**config.mk**
```make
export PLATFORM = sky130hd
export DESIGN_NAME = cpu_ctrl
export DESIGN_NICKNAME = d
export VERILOG_FILES = /design/src/rtl/cpu_ctrl.sv
export SDC_FILE = /design/constraint.sdc
export NUM_CORES = 1
export LEC_CHECK = 0
export CORE_ASPECT_RATIO = 0.7
export CORE_UTILIZATION = 45
export DETAILED_ROUTE_END_ITERATION = 6
export PLACE_DENSITY = 0.82
export SYNTH_ARGS = -nofsm -noshare
export SYNTH_HDL_FRONTEND = slang
export SYNTH_SLANG_ARGS = --single-unit
```
**constraint.sdc**
```tcl
create_clock -name i_clk -period 2.6 [get_ports i_clk]
set_input_delay 0.52 -clock i_clk [delete_from_list [all_inputs] [get_ports i_clk]]
set_output_delay 0.52 -clock i_clk [all_outputs]
set_load 0.01 [all_outputs]
```
**src/rtl/cpu_ctrl.sv**
```systemverilog
// -----------------------------------------------------------------------------
// cpu_ctrl
// Multi-cycle control unit for cpu_v1. It fetches one 32-bit instruction at a
// time over a req/ack port, decodes the RV32I ALU subset (ADD/XOR/OR/AND and
// their immediate forms) and drives the ALU op code, register-file addresses,
// the write strobe and the sign-extended immediate. Any other encoding parks
// the core in HALT until reset.
//
// Ports
//   i_clk          clock, all state on rising edge
//   i_rst_n        asynchronous active-low reset
//   o_imem_req     fetch request (high only in FETCH)
//   o_imem_addr    byte address of the instruction being fetched (= pc)
//   i_imem_ack     fetch completes, i_imem_data valid this cycle
//   i_imem_data    instruction word
//   o_rf_ra1       rs1 read address (alu src_a)
//   o_rf_ra2       rs2 read address (alu src_b when !o_alu_b_imm)
//   o_rf_wa        rd write address
//   o_rf_we        register write strobe, one-cycle pulse in WB
//   o_alu_op       alu op code: 001 add, 100 xor, 110 or, 111 and
//   o_alu_b_imm    1: src_b = imm, 0: src_b = rs2 data
//   o_imm          sign-extended I-type immediate (instr[31:20])
//   o_pc           current program counter
//   o_halt         core stopped on an illegal instruction
// -----------------------------------------------------------------------------
module cpu_ctrl #(
  parameter int unsigned     PC_W     = 32,
  parameter logic [PC_W-1:0] RESET_PC = '0
) (
  input  logic            i_clk,
  input  logic            i_rst_n,
  output logic            o_imem_req,
  output logic [PC_W-1:0] o_imem_addr,
  input  logic            i_imem_ack,
  input  logic [31:0]     i_imem_data,
  output logic [4:0]      o_rf_ra1,
  output logic [4:0]      o_rf_ra2,
  output logic [4:0]      o_rf_wa,
  output logic            o_rf_we,
  output logic [2:0]      o_alu_op,
  output logic            o_alu_b_imm,
  output logic [31:0]     o_imm,
  output logic [PC_W-1:0] o_pc,
  output logic            o_halt
);

  typedef enum logic [2:0] {
    S_FETCH,
    S_DECODE,
    S_EXEC,
    S_WB,
    S_HALT
  } state_t;

  localparam logic [6:0] OPC_OP     = 7'b0110011;
  localparam logic [6:0] OPC_OP_IMM = 7'b0010011;

  state_t          r_state;
  logic [PC_W-1:0] r_pc;
  logic [31:0]     r_instr;
  logic            r_imem_req;
  logic            r_rf_we;
  logic            r_halt;
  logic [2:0]      r_alu_op;
  logic            r_alu_b_imm;
  logic [31:0]     r_imm;
  logic [4:0]      r_rf_ra1;
  logic [4:0]      r_rf_ra2;
  logic [4:0]      r_rf_wa;

  logic [6:0]  w_opcode;
  logic [2:0]  w_funct3;
  logic [6:0]  w_funct7;
  logic        w_f3_ok;
  logic        w_r_type;
  logic        w_i_type;
  logic        w_legal;
  logic [2:0]  w_alu_op;
  logic [31:0] w_imm;

  // Decode fields of the latched instruction. Only consumed in DECODE.
  always_comb begin
    w_opcode = r_instr[6:0];
    w_funct3 = r_instr[14:12];
    w_funct7 = r_instr[31:25];
    w_f3_ok  = (w_funct3 == 3'b000) || (w_funct3 == 3'b100) ||
               (w_funct3 == 3'b110) || (w_funct3 == 3'b111);
    // funct7 must be zero for R-type so SUB/SRA (funct7=0100000) are rejected
    w_r_type = (w_opcode == OPC_OP) && (w_funct7 == 7'b0000000);
    w_i_type = (w_opcode == OPC_OP_IMM);
    w_legal  = (w_r_type || w_i_type) && w_f3_ok;
    // funct3 doubles as the alu code except ADD, which maps 000 -> 001
    w_alu_op = (w_funct3 == 3'b000) ? 3'b001 : w_funct3;
    w_imm    = {{20{r_instr[31]}}, r_instr[31:20]};
  end

  // Single FSM block; every output is a register so nothing glitches.
  always_ff @(posedge i_clk or negedge i_rst_n) begin
    if (!i_rst_n) begin
      r_state     <= S_FETCH;
      r_pc        <= RESET_PC;
      r_instr     <= '0;
      r_imem_req  <= 1'b1;
      r_rf_we     <= 1'b0;
      r_halt      <= 1'b0;
      r_alu_op    <= 3'b000;
      r_alu_b_imm <= 1'b0;
      r_imm       <= '0;
      r_rf_ra1    <= '0;
      r_rf_ra2    <= '0;
      r_rf_wa     <= '0;
    end else begin
      case (r_state)
        S_FETCH: begin
          r_rf_we <= 1'b0;
          if (i_imem_ack) begin
            r_instr    <= i_imem_data;
            r_imem_req <= 1'b0;
            r_state    <= S_DECODE;
          end
        end
        S_DECODE: begin
          if (w_legal) begin
            r_alu_op    <= w_alu_op;
            r_alu_b_imm <= w_i_type;
            r_imm       <= w_imm;
            r_rf_ra1    <= r_instr[19:15];
            r_rf_ra2    <= r_instr[24:20];
            r_rf_wa     <= r_instr[11:7];
            r_state     <= S_EXEC;
          end else begin
            r_halt  <= 1'b1;
            r_state <= S_HALT;
          end
        end
        S_EXEC: begin
          // x0 is hardwired to zero, so no write strobe for rd=0
          r_rf_we <= (r_rf_wa != 5'd0);
          r_state <= S_WB;
        end
        S_WB: begin
          r_rf_we    <= 1'b0;
          r_pc       <= r_pc + PC_W'(4);
          r_imem_req <= 1'b1;
          r_state    <= S_FETCH;
        end
        S_HALT: begin
          r_rf_we    <= 1'b0;
          r_imem_req <= 1'b0;
          r_halt     <= 1'b1;
        end
        default: begin
          r_rf_we    <= 1'b0;
          r_imem_req <= 1'b1;
          r_state    <= S_FETCH;
        end
      endcase
    end
  end

  assign o_imem_req  = r_imem_req;
  assign o_imem_addr = r_pc;
  assign o_pc        = r_pc;
  assign o_rf_we     = r_rf_we;
  assign o_halt      = r_halt;
  assign o_alu_op    = r_alu_op;
  assign o_alu_b_imm = r_alu_b_imm;
  assign o_imm       = r_imm;
  assign o_rf_ra1    = r_rf_ra1;
  assign o_rf_ra2    = r_rf_ra2;
  assign o_rf_wa     = r_rf_wa;

endmodule
```
==> reports/metrics.yaml <==
area_growth_pct: 34.3
start_util_pct: 47.3
ir_worst_vdd_mv: 0.434
cp_slowest_cell: "or4_1"
grt.met1_usage_pct: 24.8
cts_tree: "done"
std_cell_rows: 29
grt_use_met3_pct: 5.57
cpPeakStageDelay_ns: 0.57
ys.warnings.count: 0
final_layout_size_suffix_gt1_share_pct: 20.1
core_area_um2: 9220
place.gp.congestion: 0.780
ios: 153
grt_max_degree: 45
cp_max_fo: 26
die-area_um2: 10100
overflow: 0
clk-insertion-delay-late_ns: 0.33
critical_path_class: "reg -> reg"
cts_resized: 0
final.min_clock_period_ns: 2.23
firstDrtPassIters: 5
die_x_um: 120
startpoint_type: "register"
cp.required_ns: 2.82
ant_nets: 0
clockBufferDepth: 2
final-instance-count-excl-fill: 562
dp_hpwl_mm: 6.51
r2r_slack_ns: 0.37
rr_startpoint: "r_instr[27]"
grt_pass1_wl_mm: 14.5
cts_buffers: 9
holdWs_ns: 0.176
synth-edff-count: 0
final.setup.tns_ns: 0
status: "finished clean"
multi_input_area_um2: 1530
post_cts.repair.setup_buffers: 0
place_inst: 549
grtUsageMet2_pct: 29.5
grt_pass1_vias: 2768
grt_util_all_layers_pct: 18.6
grt-busiest-layer: "met2"
drc: 0
regArea_um2: 2350
end_kind: "register"
syn_avg_cell_area_um2: 13.1
critPathArrivalTime_ns: 2.45
path_cells: "or4_1 > o41ai_4 > nand4_4 > buf_4 > mux2_4"
initialDrtViolationCount: 132
dr_total_vias: 2733
fmax_ghz: 0.449
p_leak_nw: 2.53
finalSetupViolations: 0
post-route-period-util_pct: 85.7
clk_pin_slew_ns: 0.06
final_cell_mix: "clkdlybuf4s50_1, dfrtp_1, mux2_2"
cap_violations: 0
final-hold-violation-count: 0
die_h_um: 84.4
synth-main-ff-cell: "dfrtp_1"
maxSlewViolCount: 0
p_per_area_nw_per_um2: 716
layout_commonest_cell: "clkdlybuf4s50_1"
fill_cells: 695
synth_cells: 333
avgRoutedWirePerCell_um: 15.9
finalWirelength_mm: 8.94
rr_worst_depth: 5
total_power_mw: 4.19
antenna_found_initial: 0
n_antenna_cell: 0
synth_cell_types: 40
viasPerCell: 4.86
hp-class: "in -> async"
crit_buf_inv: 1
skew_ns: 0.00517
io_buffers: 148
ys_seq_elements: 94
cts_root_buffer: "clkbuf_16"
utilization_pct: 63.5
r2r_end: "o_rf_ra1[4]"
h-tree-depth: 3
nets: 472
cts_sinks: 94
critPathTopFamily: "simple AND/OR/NAND/NOR gates"
async_flop_share_pct: 100
rsz0062_at_grt: "no"
ys_seq_area_share_pct: 54.0
syn-cell-area_um2: 4360
max-slew-margin-rel_pct: 54.9
worst_pin_slew_ns: 0.671
hold_buffers: 0
==> through the flow <==
step	cell area [um2]	setup slack [ns]
CTS	5860	0.350
global route	5860	0.271
floorplan	4370	0.552
global placement	5590	0.473
finish	5860	0.373
detailed placement	5590	0.360
==> cells in the mapped netlist, types with 3 or more instances <==
cell | number | area [um2]
and3_1 | 5 | 31.3
clkbuf_1 | 3 | 11.3
mux2_2 | 38 | 428
nand3_1 | 11 | 55.1
mux2_4 | 20 | 300
nand2_1 | 14 | 52.6
xor2_1 | 5 | 43.8
nor2b_1 | 3 | 18.8
buf_2 | 3 | 15.0
dfrtp_1 | 93 | 2330
nor3_1 | 3 | 15.0
nor2_1 | 7 | 26.3
xnor2_1 | 24 | 210
buf_4 | 59 | 443
nand4_1 | 12 | 75.1
==> how the worst max path moves through the flow <==
stage / start / to / slack, ns / depth (start not counted)
6_report: r_instr[27] / o_rf_ra1[4] / 0.37 / 5
5_1_grt: o_imm[11] / o_imm[25] / 0.27 / 1
3_5_place_dp: r_instr[27] / o_imm[11] / 0.36 / 5
2_1_floorplan: r_instr[27] / o_alu_b_imm / 0.55 / 5
4_1_cts: o_imm[11] / o_imm[29] / 0.35 / 1
3_3_place_gp: r_instr[27] / o_rf_wa[1] / 0.47 / 5
==> routing by layer <==
metal / share of wire, % / wire length [um]
met3: 5.0 / 444
met1: 45 / 4050
met4: 0.97 / 87
met2: 49 / 4360
met5: 0 / 0
==> state kept, by name, summed over array words and instances (netlist names), 3 cells and up <==
signal,cells
r_instr,32
o_imem_addr,30
o_imm,12
o_rf_ra1,5
o_rf_wa,5
o_alu_op,3
r_state,3
==> logic make-up after synthesis <==
logic type,Yosys count,share of synthesized area [%]
flops,94,54.0
simple gates,72,9.72
buf+inv,68,11.4
mux,58,16.7
xor+xnor,29,5.82
compound gates,10,2.07
fa+ha+maj,1,0.287
other cells,1,0.0860
==> cell type report <==
type                       count  share of cell area, %
clock buffer                  11                   4.32
sequential                    94                   40.2
timing repair buffer         156                   26.5
tap                          124                   2.65
inverter                       1                 0.0641
clock inverter                 2                  0.171
multi-input combinational    174                   26.1
==> power breakdown <==
| part | switching [mW] | internal [mW] |
|---|---|---|
| registers | 0.275 | 1.79 |
| logic | 0.347 | 0.596 |
| clock network | 0.503 | 0.680 |
Note: power is estimated with default switching activity, not from simulation.
